===== config.mk =====
export PLATFORM = sky130hd
export DESIGN_NAME = mouse_pi_snap_flat
export DESIGN_NICKNAME = d
export VERILOG_FILES = /design/src/rtl/mouse_pi_snap_if.sv /design/src/rtl/mouse_pi_snap.sv /design/src/flat_wrapper.sv
export SDC_FILE = /design/constraint.sdc
export NUM_CORES = 1
export LEC_CHECK = 0
export CORE_MARGIN = 2
export CORE_UTILIZATION = 30
export CTS_BUF_LIST = sky130_fd_sc_hd__clkbuf_8
export CTS_CLUSTER_SIZE = 28
export DETAILED_ROUTE_END_ITERATION = 7
export PLACE_DENSITY = 0.51
export SLEW_MARGIN = 5
export SYNTH_ARGS = -nofsm -noshare
export SYNTH_HDL_FRONTEND = slang
export SYNTH_SLANG_ARGS = --single-unit
export TNS_END_PERCENT = 30

===== constraint.sdc =====
create_clock -name clk -period 3.25 [get_ports clk]
set_input_delay 0.8125 -clock clk [delete_from_list [all_inputs] [get_ports clk]]
set_output_delay 0.8125 -clock clk [all_outputs]
set_load 0.01 [all_outputs]

===== src/rtl/mouse_pi_snap_if.sv =====
// rtl/mouse_pi_snap_if.sv - processor-interface register bus bundle for mouse_pi_snap
interface mouse_pi_snap_if #(
    parameter int ADDR_W = 5,
    parameter int DATA_W = 8
);
    logic              pi_blk_sel;
    logic [ADDR_W-1:0] pi_addr;
    logic              pi_wr_en;
    logic              pi_rd_en;
    logic [DATA_W-1:0] pi_wr_data;
    logic [DATA_W-1:0] pi_rd_data;

    modport master (
        output pi_blk_sel, pi_addr, pi_wr_en, pi_rd_en, pi_wr_data,
        input  pi_rd_data
    );

    modport slave (
        input  pi_blk_sel, pi_addr, pi_wr_en, pi_rd_en, pi_wr_data,
        output pi_rd_data
    );
endinterface


===== src/rtl/mouse_pi_snap.sv =====
// rtl/mouse_pi_snap.sv - mouse subsystem register block: control, colour, sticky events, coherent snapshots
module mouse_pi_snap #(
    parameter int ADDR_W = 5,
    parameter int DATA_W = 8,
    parameter int N_EVT  = 3,
    parameter int POS_W  = 11,
    parameter int LEN_W  = 10
) (
    input  logic             clk,
    input  logic             rst,
    input  logic             soft_rst,
    mouse_pi_snap_if.slave   pi,
    output logic             reg_mouse_en,
    output logic             irq,
    output logic [2:0]       cursor_contour_color,
    output logic [2:0]       cursor_inter_color,
    input  logic [POS_W-1:0] cursor_x,
    input  logic [POS_W-1:0] cursor_y,
    input  logic [POS_W-1:0] left_pos_x,
    input  logic [POS_W-1:0] bot_pos_y,
    input  logic [LEN_W-1:0] sel_length,
    input  logic [N_EVT-1:0] evt_in
);
    localparam int W2 = 2 * DATA_W;

    localparam logic [ADDR_W-1:0] A_CTRL   = ADDR_W'(32'h00);
    localparam logic [ADDR_W-1:0] A_STATUS = ADDR_W'(32'h01);
    localparam logic [ADDR_W-1:0] A_MASK   = ADDR_W'(32'h02);
    localparam logic [ADDR_W-1:0] A_COLOR  = ADDR_W'(32'h03);
    localparam logic [ADDR_W-1:0] A_X_LO   = ADDR_W'(32'h04);
    localparam logic [ADDR_W-1:0] A_X_HI   = ADDR_W'(32'h05);
    localparam logic [ADDR_W-1:0] A_Y_LO   = ADDR_W'(32'h06);
    localparam logic [ADDR_W-1:0] A_Y_HI   = ADDR_W'(32'h07);
    localparam logic [ADDR_W-1:0] A_L_LO   = ADDR_W'(32'h08);
    localparam logic [ADDR_W-1:0] A_L_HI   = ADDR_W'(32'h09);
    localparam logic [ADDR_W-1:0] A_B_LO   = ADDR_W'(32'h0A);
    localparam logic [ADDR_W-1:0] A_B_HI   = ADDR_W'(32'h0B);
    localparam logic [ADDR_W-1:0] A_S_LO   = ADDR_W'(32'h0C);
    localparam logic [ADDR_W-1:0] A_S_HI   = ADDR_W'(32'h0D);

    localparam logic [5:0] COLOR_RST = 6'b100_111;

    logic              wr;
    logic              rd;
    logic              clr;
    logic              irq_en;
    logic              pending;
    logic [N_EVT-1:0]  evt_status;
    logic [N_EVT-1:0]  evt_mask;
    logic [N_EVT-1:0]  wdata_evt;
    logic [N_EVT-1:0]  w1c;
    logic [N_EVT-1:0]  cnt_rd;
    logic [5:0]        color;
    logic [POS_W-1:0]  shd_x;
    logic [POS_W-1:0]  shd_y;
    logic [POS_W-1:0]  shd_left;
    logic [POS_W-1:0]  shd_bot;
    logic [LEN_W-1:0]  shd_len;
    logic [DATA_W-1:0] evt_cnt [N_EVT];
    logic [DATA_W-1:0] rd_mux;
    logic [DATA_W-1:0] rd_data_q;
    logic              unused_wr_bits;

    function automatic logic [DATA_W-1:0] lo_byte(input logic [W2-1:0] v);
        return v[DATA_W-1:0];
    endfunction

    function automatic logic [DATA_W-1:0] hi_byte(input logic [W2-1:0] v);
        return v[W2-1:DATA_W];
    endfunction

    assign wr        = pi.pi_wr_en & pi.pi_blk_sel;
    assign rd        = pi.pi_rd_en & pi.pi_blk_sel;
    assign clr       = rst | soft_rst;
    assign wdata_evt = N_EVT'(pi.pi_wr_data);
    assign w1c       = (wr && pi.pi_addr == A_STATUS) ? wdata_evt : '0;
    assign pending   = |(evt_status & evt_mask);

    assign pi.pi_rd_data          = rd_data_q;
    assign cursor_contour_color   = color[5:3];
    assign cursor_inter_color     = color[2:0];
    assign unused_wr_bits         = ^pi.pi_wr_data;

    always_comb begin
        cnt_rd = '0;
        for (int i = 0; i < N_EVT; i++)
            cnt_rd[i] = rd && (pi.pi_addr == ADDR_W'(32'h10 + i));
    end

    // Snapshot bytes are zero-extended to two bus words before slicing.
    always_comb begin
        rd_mux = '0;
        case (pi.pi_addr)
            A_CTRL:   rd_mux = DATA_W'({irq_en, reg_mouse_en});
            A_STATUS: rd_mux = DATA_W'(evt_status);
            A_MASK:   rd_mux = DATA_W'(evt_mask);
            A_COLOR:  rd_mux = DATA_W'(color);
            A_X_LO:   rd_mux = lo_byte(W2'(cursor_x));
            A_X_HI:   rd_mux = hi_byte(W2'(shd_x));
            A_Y_LO:   rd_mux = lo_byte(W2'(shd_y));
            A_Y_HI:   rd_mux = hi_byte(W2'(shd_y));
            A_L_LO:   rd_mux = lo_byte(W2'(shd_left));
            A_L_HI:   rd_mux = hi_byte(W2'(shd_left));
            A_B_LO:   rd_mux = lo_byte(W2'(shd_bot));
            A_B_HI:   rd_mux = hi_byte(W2'(shd_bot));
            A_S_LO:   rd_mux = lo_byte(W2'(shd_len));
            A_S_HI:   rd_mux = hi_byte(W2'(shd_len));
            default:  rd_mux = '0;
        endcase
        for (int i = 0; i < N_EVT; i++)
            if (pi.pi_addr == ADDR_W'(32'h10 + i))
                rd_mux = evt_cnt[i];
    end

    // Configuration survives soft_rst; only a full reset restores it.
    always_ff @(posedge clk) begin
        if (rst) begin
            irq_en   <= 1'b0;
            evt_mask <= '1;
            color    <= COLOR_RST;
        end else if (wr) begin
            case (pi.pi_addr)
                A_CTRL:  irq_en   <= pi.pi_wr_data[1];
                A_MASK:  evt_mask <= wdata_evt;
                A_COLOR: color    <= pi.pi_wr_data[5:0];
                default: ;
            endcase
        end
    end

    always_ff @(posedge clk) begin
        if (clr) begin
            reg_mouse_en <= 1'b0;
            evt_status   <= '0;
            irq          <= 1'b0;
            shd_x        <= '0;
            shd_y        <= '0;
            shd_left     <= '0;
            shd_bot      <= '0;
            shd_len      <= '0;
            rd_data_q    <= '0;
        end else begin
            if (wr && pi.pi_addr == A_CTRL)
                reg_mouse_en <= pi.pi_wr_data[0];
            else if (pending)
                reg_mouse_en <= 1'b0;
            evt_status <= (evt_status & ~w1c) | evt_in;
            irq        <= irq_en & pending;
            if (rd && pi.pi_addr == A_X_LO) begin
                shd_x    <= cursor_x;
                shd_y    <= cursor_y;
                shd_left <= left_pos_x;
                shd_bot  <= bot_pos_y;
                shd_len  <= sel_length;
            end
            rd_data_q <= rd ? rd_mux : '0;
        end
    end

    // A read-clear racing an event leaves exactly that one event counted.
    always_ff @(posedge clk) begin
        for (int i = 0; i < N_EVT; i++) begin
            if (clr)
                evt_cnt[i] <= '0;
            else if (cnt_rd[i])
                evt_cnt[i] <= DATA_W'(evt_in[i]);
            else if (evt_in[i] && evt_cnt[i] != '1)
                evt_cnt[i] <= evt_cnt[i] + DATA_W'(1);
        end
    end
endmodule


===== src/flat_wrapper.sv =====
// flat-port wrapper written by rule: the top's interface ports become plain ports
module mouse_pi_snap_flat 
#(
    parameter int ADDR_W = 5,
    parameter int DATA_W = 8,
    parameter int N_EVT  = 3,
    parameter int POS_W  = 11,
    parameter int LEN_W  = 10
)
  (clk, rst, soft_rst, reg_mouse_en, irq, cursor_contour_color, cursor_inter_color, cursor_x, cursor_y, left_pos_x, bot_pos_y, sel_length, evt_in, pi_pi_blk_sel, pi_pi_addr, pi_pi_wr_en, pi_pi_rd_en, pi_pi_wr_data, pi_pi_rd_data);
  mouse_pi_snap_if #(.ADDR_W(ADDR_W), .DATA_W(DATA_W)) pi_i ();
  input  logic clk;
  input  logic rst;
  input  logic soft_rst;
  output logic reg_mouse_en;
  output logic irq;
  output logic [2:0] cursor_contour_color;
  output logic [2:0] cursor_inter_color;
  input  logic [POS_W-1:0] cursor_x;
  input  logic [POS_W-1:0] cursor_y;
  input  logic [POS_W-1:0] left_pos_x;
  input  logic [POS_W-1:0] bot_pos_y;
  input  logic [LEN_W-1:0] sel_length;
  input  logic [N_EVT-1:0] evt_in;
  input wire logic [$bits(pi_i.pi_blk_sel)-1:0] pi_pi_blk_sel;
  input wire logic [$bits(pi_i.pi_addr)-1:0] pi_pi_addr;
  input wire logic [$bits(pi_i.pi_wr_en)-1:0] pi_pi_wr_en;
  input wire logic [$bits(pi_i.pi_rd_en)-1:0] pi_pi_rd_en;
  input wire logic [$bits(pi_i.pi_wr_data)-1:0] pi_pi_wr_data;
  output wire logic [$bits(pi_i.pi_rd_data)-1:0] pi_pi_rd_data;
  assign pi_i.pi_blk_sel = pi_pi_blk_sel;
  assign pi_i.pi_addr = pi_pi_addr;
  assign pi_i.pi_wr_en = pi_pi_wr_en;
  assign pi_i.pi_rd_en = pi_pi_rd_en;
  assign pi_i.pi_wr_data = pi_pi_wr_data;
  assign pi_pi_rd_data = pi_i.pi_rd_data;
  mouse_pi_snap #(.ADDR_W(ADDR_W), .DATA_W(DATA_W), .N_EVT(N_EVT), .POS_W(POS_W), .LEN_W(LEN_W)) u_core (.clk(clk), .rst(rst), .soft_rst(soft_rst), .pi(pi_i), .reg_mouse_en(reg_mouse_en), .irq(irq), .cursor_contour_color(cursor_contour_color), .cursor_inter_color(cursor_inter_color), .cursor_x(cursor_x), .cursor_y(cursor_y), .left_pos_x(left_pos_x), .bot_pos_y(bot_pos_y), .sel_length(sel_length), .evt_in(evt_in));
endmodule

# After elaboration in Yosys (flattened, before gate mapping)
# Memories as Yosys holds them, arrays and structs flattened.
# Cells that the tools add are included.
[word_totals]
register_bits = 77
ramBits = 24
inputBits = 76
output_inout_bits = 16
word_cells = 102
memories = 1
[op_classes]
n_addsub = 3
eq_ne = 19
n_mux = 36
n_bitwise = 15
reduce_logical = 16
[memory_table]
columns = ["name", "depth", "word_bits", "rd", "rd_clocked_by_memory_dff", "write_ports", "line", "rtl"]
rows = [
  ["u_core.evt_cnt", 3, 8, 3, 0, 3, "mouse_pi_snap.sv:59", "logic [DATA_W-1:0] evt_cnt [N_EVT];"],
]
[op_table]
columns = ["cell", "count"]
rows = [
  ["8-bit one-hot mux with 14 select lines", 1],
  ["8-bit 2-to-1 mux", 9],
  ["5-bit by 4-bit == test with 1-bit output, second input constant", 6],
  ["1-bit 2-to-1 mux", 25],
  ["8-bit by 1-bit adder with 8-bit output, second input constant", 3],
  ["8-bit != test, second input constant", 3],
  ["5-bit by 3-bit == test with 1-bit output, second input constant", 4],
  ["5-bit == test, second input constant", 3],
  ["5-bit by 2-bit == test with 1-bit output, second input constant", 2],
  ["1-bit logical AND", 9],
  ["1-bit bitwise OR", 7],
  ["3-bit AND", 2],
  ["2-bit AND reduction", 3],
  ["5-bit by 1-bit == test with 1-bit output, second input constant", 1],
  ["5-bit zero test", 1],
  ["1-bit AND", 3],
  ["3-bit 2-to-1 mux", 1],
  ["3-bit NOT", 1],
  ["3-bit bitwise OR", 1],
  ["3-bit OR reduction", 1],
  ["2-bit nonzero test", 1],
  ["2-bit OR reduction", 1],
  ["1-bit NOT", 1],
]

# Logic depth before layout (Yosys ltp)
# Gate-level depths: netlist of the first run.
[depth]
ltp_word = 7
ltp_mapped = 8
depth_no_buf = 5

# Worst setup path after synthesis of the first run
# Ideal clock, no wire load.
[synth_timing]
path_kind = "input -> register"
startpoint = "input port pi_pi_addr[1]"
endpoint = "memory u_core.evt_cnt[2][0], enable pin"
setup_ns = 0.329
t_arrival_ns = 2.033
t_required_ns = 2.921
setup_slack_ns = 0.888
path_stages = 7
n_path_buf = 2
path_cell_list = "buf_2 > and2b_1 > clkbuf_1 > a31oi_1 > nand2_1 > a31o_2 > nand2_1"
[synth_rtl]
columns = ["element", "line", "rtl"]
rows = [
  ["start, declared", "flat_wrapper.sv:26", "input wire logic [$bits(pi_i.pi_addr)-1:0] pi_pi_addr;"],
  ["end, declared", "mouse_pi_snap.sv:59", ""],
]

# Final worst setup path of the first run
[layout_timing]
startpoint = "input port pi_pi_addr[4]"
endpoint = "register u_core.rd_data_q[0], in the netlist u_core.pi.pi_rd_data[0]"
[layout_via]
elab_chain_len = 5
elab_cells_between_ends = 21
cone_classes = "eq/ne (16); mux (4); reduce/logical (1)"
[layout_rtl]
columns = ["element", "line", "rtl"]
rows = [
  ["5-bit by 4-bit == test with 1-bit output (tied with other cells)", "mouse_pi_snap.sv:93", "case (pi.pi_addr)"],
  ["8-bit one-hot mux with 14 select lines", "mouse_pi_snap.sv:93", ""],
  ["8-bit 2-to-1 mux (2 in series)", "mouse_pi_snap.sv:111", "if (pi.pi_addr == ADDR_W'(32'h10 + i))"],
  ["8-bit 2-to-1 mux *", "mouse_pi_snap.sv:111", ""],
  ["end signal, assigned", "mouse_pi_snap.sv:156", "rd_data_q <= rd ? rd_mux : '0;"],
  ["end, declared", "mouse_pi_snap.sv:61", "logic [DATA_W-1:0] rd_data_q;"],
]
# Every way passes the cells marked *; elsewhere a longest branch is shown, timed or not.
# A chain may end at the register's enable or synchronous reset.

==> results of run 1 <==
-- worst min-delay path by stage --
stage	startpoint	end	slack [ps]
final	u_core.shd_left[1]	u_core.shd_left[1]	460
after global routing	u_core.shd_bot[4]	u_core.shd_bot[4]	480
after CTS	u_core.shd_bot[4]	u_core.shd_bot[4]	460
after detailed placement	u_core.shd_bot[4]	u_core.shd_bot[4]	450
after global placement	u_core.shd_bot[1]	u_core.shd_bot[1]	440
after floorplan	u_core.irq_en	u_core.irq	420
-- synthesized netlist by cell type (all sizes together) (3+ instances only) --
cell,number,area share (%)
nand2,117,9.5
dfxtp,69,30
a21oi,61,6.7
nor2,47,3.8
edfxtp,24,16
nand3,22,2.4
clkbuf,19,1.6
buf,18,2.6
nor2b,12,1.8
and3,11,1.5
mux2i,11,2.4
o21ai,11,1.2
xnor2,9,1.7
xor2,9,1.7
a211o,7,1.3
a22o,6,1.1
and2,6,0.81
nand2b,6,0.81
nand3b,5,0.81
a221oi,4,0.76
a22oi,4,0.65
a32o,4,0.86
inv,4,0.32
nor3,4,0.43
nor4,4,0.54
a211oi,3,0.49
a31o,3,0.57
a31oi,3,0.40
ha,3,0.81
mux2,3,0.73
nor3b,3,0.73
o22ai,3,0.54
-- flip-flops by register name, indices dropped and copies added, names as in the netlist --
register,cells
u_core.shd_bot,11
u_core.shd_len,10
u_core.shd_left,11
u_core.evt_status,3
u_core.irq,1
u_core.shd_y,11
u_core.color,6
u_core.evt_mask,3
u_core.irq_en,1
u_core.evt_cnt,24
u_core.shd_x,3
u_core.pi.pi_rd_data,8
u_core.reg_mouse_en,1
-- worst max-delay path, delay by kind of cell --
| kind | cells | cell delay, ps |
|---|---|---|
| simple gates | 3 | 600 |
| compound gates | 2 | 750 |
| buf+inv | 1 | 740 |
-- routing by layer --
metal / up-vias / part of all wire [%] / GRT usage, % / routed length [um]
met4: 0 / 2.3 / 6.66 / 325
met1: 1971 / 47 / 23.6 / 6500
li1: 2080 / - / - / -
met5: - / 0 / 0 / 0
met3: 20 / 4.7 / 4.01 / 653
met2: 107 / 46 / 27.5 / 6370
-- cells by family (layout without fill, tap and decap cells) --
kind of cell	after synthesis	after routing	share of synthesized area [%]
AOI/OAI and AO/OA	120	120	17.1
xor gates and xnor gates	18	18	3.40
adders and majority gates	3	3	0.810
buffers and inverters	41	135	4.53
DFF	93	93	45.3
muxes	14	14	3.10
and+or+nand+nor	251	251	25.7
-- metrics by stage --
step	util [%]	hold WS [ps]	instances
3_5_place_dp	38.3	448	807
5_1_grt	39.6	477	822
4_1_cts	39.6	461	822
2_1_floorplan	-	420	540
6_report	39.6	459	822
3_3_place_gp	38.3	443	807
-- layout make-up --
cell class,count,area share (%)
Timing Repair Buffer,116,18.7
Clock buffer,11,2.53
Tap cell,188,3.93
Multi-Input combinational cell,406,38.8
Sequential cell,93,35.1
Clock inverter,4,0.773
Inverter,4,0.251
-- power groups by stage --
stage | clock (mW) | sequential (mW) | combinational, mW
after detailed placement | 0 | 1.27 | 0.260
after CTS | 0.811 | 1.24 | 0.261
after floorplan | 0 | 1.26 | 0.116
after global placement | 0 | 1.26 | 0.258
after global routing | 0.858 | 1.24 | 0.281
final | 0.790 | 1.24 | 0.261
-- cells in the final DEF, fill, tap and decap left out, types with 3 or more instances in the layout --
master	n
nand3b_1	5
dfxtp_1	69
nor4_1	4
clkbuf_8	11
mux2i_1	11
a22oi_1	4
xor2_1	9
nor3_1	4
nor2b_1	11
a221oi_1	4
a31oi_1	3
edfxtp_1	24
xnor2_1	9
o21ai_0	8
nand2b_1	6
a211o_1	7
inv_1	5
and2_1	5
a21oi_1	60
a31o_2	3
nor2_1	47
mux2_2	3
a211oi_1	3
nand3_1	22
buf_4	25
a32o_1	4
a22o_1	6
clkdlybuf4s50_1	89
nand2_1	116
ha_1	3
and3_1	11
o21ai_1	3
==> flow_metrics.tcl, run 1 <==
set metrics [dict create \
    async_flop_share_pct 0 \
    combPwrFrac_pct 11.4 \
    cts.sinks 93 \
    drtPass1Iterations 4 \
    slew_headroom_pct 65.8 \
    timing.final.crit_share_pct 81.3 \
    cts_root_buffer "clkbuf_8" \
    dp_hpwl_um 10800 \
    cp.required_ps 3520 \
    finalClockSkew_ps 7.25 \
    overflow 0 \
    antenna_found_initial 0 \
    ff2ff_path_depth 5 \
    worstMarginPinSlew_ps 512 \
    worstReg2RegStart "u_core.evt_cnt[2][0]" \
    synth_seq_cells 93 \
    num-fill-cells 1565 \
    drtAntennaViolNets 0 \
    setup_viol 0 \
    leakagePower_nw 2.00 \
    end_kind "flip-flop" \
    rsz0062_at_grt "false" \
    yosysSeqAreaShare_pct 45.3 \
    netlist_instances 540 \
    hp-class "reg -> reg" \
    power_density_nw_per_um2 382 \
    gp_congestion 0.871 \
    wl_um 13800 \
    area_growth_pct 29.3 \
    syn_avg_cell_area_sq_um 8.58 \
    grt_max_degree 36 \
    grt_pass1_vias 4144 \
    setup_tns_ps 0 \
    multi_input_area_sq_um 2320 \
    worst_path_largest_cell_delay_ps 740 \
    cap_violations 0 \
    insertion_delay_ps 380 \
    p_sw_mw 0.546 \
    core_area_sq_um 15100 \
    slowest_stage "clkdlybuf4s50_1" \
    post_dp_cell_area_sq_um 5790 \
    netSwitchingFraction_pct 23.8 \
    num_rows 45 \
    worstSetupEndpoint "u_core.pi.pi_rd_data[0]" \
    die_h_um 128 \
    post-place-ws_ps 210 \
    worstPathArrival_ps 2910 \
    hold_viol_final 0 \
    post-cts-setup-buffer-count 0 \
    synthFlopType "dfxtp_1" \
    report.final.slew_viol_count 0 \
    worst-setup-path-type "in -> reg" \
    numCtsBuffers 9 \
    max_freq_mhz 379 \
    reg2reg_slack_ps 1470 \
    cts_htree_levels 3 \
    io_pins 92 \
    cts_buffer_depth 2 \
    drive_gt1_share_pct 8.83 \
    syn_nets 619 \
    die_w_um 128 \
    ir_drop_mv 0.159 \
    wl_per_cell_um 16.8 \
    design_area_sq_um 5990 \
    ys_warn_count 0 \
    reg2reg_to "u_core.evt_cnt[2][7]" \
    path_max_fanout 9 \
    min_path_cells 2 \
    worstSetupStartpoint "pi_pi_addr[4]" \
    synth_edf_count 24 \
    regArea_sq_um 2100 \
    port_buffers 89 \
    synthDistinctLibCells 61 \
    clockPowerShare_pct 34.5 \
    cts.clk_slew.worst_paths_ps 90 \
    initial_core_util_pct 30.6 \
    seq_power_share_pct 54.1 \
    power.total_mw 2.29 \
    drc_errors 0 \
    drt-vias-per-instance 5.08 \
    grt_first_pass_wirelength_um 22100 \
    via_count 4178 \
    syn-cell-area_sq_um 4640 \
    crit_chain "clkdlybuf4s50_1 -> nor2b_4 -> and3b_1 -> a2111oi_4 -> nand4_1 -> a32o_1" \
    hold_buffers 0 \
    worst_slack_ps 609 \
    intPower_mw 1.74 \
    cts_tree "yes" \
    status "completed" \
    die_area_sq_um 16500 \
    fin_nets 709 \
    antenna_cells 0 \
    post_cts_resized 0 \
    drt_iter0_markers 361 \
    crit_path_start_kind "primary input" \
    grt_util_all_layers_pct 17.6 \
    fin_crit_ps 2640 \
]
No activity file was read; power rests on OpenSTA's default activity.
==> run 2: changes to the inputs <==
--- a/config.mk
+++ b/config.mk
@@ -10,7 +10,7 @@
 export CTS_BUF_LIST = sky130_fd_sc_hd__clkbuf_8
 export CTS_CLUSTER_SIZE = 28
 export DETAILED_ROUTE_END_ITERATION = 7
-export PLACE_DENSITY = 0.51
+export PLACE_DENSITY = 0.53
 export SLEW_MARGIN = 5
 export SYNTH_ARGS = -nofsm -noshare
 export SYNTH_HDL_FRONTEND = slang
==> constraint.sdc (replaced) <==
create_clock -name clk -period 2.2 [get_ports clk]
set_input_delay 0.55 -clock clk [delete_from_list [all_inputs] [get_ports clk]]
set_output_delay 0.55 -clock clk [all_outputs]
set_load 0.01 [all_outputs]
==> run 2 against run 1 <==
  * The flow now finishes with violations (setup timing)
  * Cell area up 9.5%
  * Routed wire length up 2.5%
  * Worst setup slack worse by 620 ps
  * Largest cell class unchanged
  * Largest power group unchanged
==> flow_metrics.tcl, run 2 (synthesis results as in run 1) <==
set metrics [dict create \
    status "finished with violations" \
    violations "setup timing" \
    die_area_sq_um 16500 \
    numCtsBuffers 9 \
    worst_slack_ps -14.2 \
    wl_per_cell_um 16.2 \
    cts_htree_levels 3 \
    cts_root_buffer "clkbuf_8" \
    regArea_sq_um 2100 \
    io_pins 92 \
    drtPass1Iterations 5 \
    finalClockSkew_ps 7.02 \
    worstMarginPinSlew_ps 452 \
    crit_path_start_kind "primary input" \
    drtAntennaViolNets 0 \
    setup_viol 1 \
    port_buffers 89 \
    dpl.cell_count 857 \
    cts.clk_slew.worst_paths_ps 90 \
    final_common_cell "nand2_1" \
    path_max_fanout 7 \
    min_path_cells 2 \
    utilization_pct 43.3 \
    slowest_stage "clkdlybuf4s50_1" \
    ff2ff_path_depth 6 \
    drive_gt1_share_pct 17.7 \
    antenna_found_initial 0 \
    hp-class "reg -> reg" \
    seq_power_share_pct 49.5 \
    crit_chain "clkdlybuf4s50_1 -> buf_4 -> mux2_2 -> a22o_1 -> a21oi_1 -> nand4_1 -> a32o_1" \
    rsz0062_at_grt "true" \
    via_count 4334 \
    cp_top_family "buffers and inverters" \
    slew_headroom_pct 69.8 \
    core_area_sq_um 15100 \
    fin_nets 763 \
    end_kind "flip-flop" \
    largest_register_ffs 24 \
    wl_um 14200 \
    num-fill-cells 1475 \
    grt_util_all_layers_pct 17.5 \
    grt_pass1_vias 4296 \
    die_w_um 128 \
    crit_cells 7 \
    leakagePower_nw 2.32 \
    grt_first_pass_wirelength_um 22200 \
    num_rows 45 \
    drt-vias-per-instance 4.94 \
    cts.sinks 93 \
    overflow 0 \
    cp.required_ps 2460 \
    netSwitchingFraction_pct 23.0 \
    fin_cells 877 \
    grt_max_degree 47 \
    antenna_cells 0 \
    power.total_mw 3.70 \
    insertion_delay_ps 360 \
    multi_input_area_sq_um 2380 \
    report.final.slew_viol_count 0 \
    timing.final.crit_share_pct 101 \
    hold_viol_final 0 \
    die_h_um 128 \
    clockPowerShare_pct 38.3 \
    dp_hpwl_um 11200 \
    intPower_mw 2.85 \
    ir_drop_mv 0.267 \
    max_freq_mhz 452 \
    combPwrFrac_pct 12.2 \
    p_sw_mw 0.852 \
    drt_iter0_markers 320 \
    final_cell_mix "nand2_1, clkdlybuf4s50_1, buf_4, dfxtp_1, a21oi_1" \
    worst-setup-path-type "in -> reg" \
    worstPathBufferInverterCount 2 \
    gp_congestion 0.895 \
    hold_buffers 0 \
    cts_buffer_depth 2 \
    fin_crit_ps 2210 \
    cts_tree "yes" \
    initial_core_util_pct 30.6 \
    cap_violations 0 \
    worst_path_largest_cell_delay_ps 550 \
    area_growth_pct 41.5 \
    largest-register "u_core.evt_cnt" \
    power_density_nw_per_um2 564 \
    drc_errors 0 \
    worstPathArrival_ps 2480 \
]
[run 2: cell count changes in the layout (fill, tap and decap cells not counted), sizes merged]
cell / delta
dlygate4sd2: +1
clkbuf: -1
clkdlybuf4s50: -2
buf: +54
dlymetal6s2s: +1
bufinv: +2
[run 2: area by class of cell]
cell class / instances / area share, %
multi-input combinational: 406 / 36.3
sequential: 93 / 32.0
timing repair buffer: 170 / 24.0
tap: 188 / 3.59
clock buffer: 10 / 2.10
clock inverter: 6 / 1.77
inverter: 4 / 0.229
[run 2: routing by layer]
layer | vias up | wire [um] | global-route usage [%] | part of all wire [%]
met3 | 27 | 642 | 3.88 | 4.5
met5 | - | 0 | 0 | 0
li1 | 2179 | - | - | -
met1 | 2022 | 6610 | 22.8 | 47
met2 | 106 | 6570 | 28.6 | 46
met4 | 0 | 361 | 6.59 | 2.5
[run 2: worst paths after layout]
kind / startpoint / to / slack [ps]
worst min-delay path: u_core.shd_y[10] / u_core.shd_y[10] / 460
worst min register to register: u_core.shd_y[10] / u_core.shd_y[10] / 460
worst max register to register: u_core.evt_cnt[2][0] / u_core.evt_cnt[2][4] / 480
worst max-delay path: pi_pi_addr[1] / u_core.pi.pi_rd_data[0] / -10
[run 2: worst register-to-register path: stages, from the launching register on]
cell and delay (ps):
edfxtp_1 480, ha_1 270, nand3_1 120, nor2_1 90
a31o_2 260, nand2_1 90, buf_4 130
[run 2: power by group through the flow]
stage               clock network (mW)  logic, mW  registers (mW)
finish                            1.42      0.452            1.83
global route                      1.51      0.487            1.84
CTS                               1.45      0.438            1.83
detailed placement                   0      0.434            1.87
global placement                     0      0.431            1.87
floorplan                            0      0.172            1.85
[run 2: metrics by stage]
step | hold slack [ps] | worst slack [ps] | TNS, ps | cell area [sq um]
after global placement | 445 | -457 | -30840 | 6210
after global routing | 476 | -36.7 | -36.7 | 6560
after floorplan | 420 | 100 | 0 | 4640
after CTS | 461 | 0.699 | 0 | 6470
final | 459 | -14.2 | -14.2 | 6560
after detailed placement | 448 | -475 | -29400 | 6210
[run 2: timing repair]
action,CTS,global route
gates cloned,0,1
pin swaps,1,7
setup buffers,0,3
gates resized for setup,4,15
setup endpoints to repair,15,44
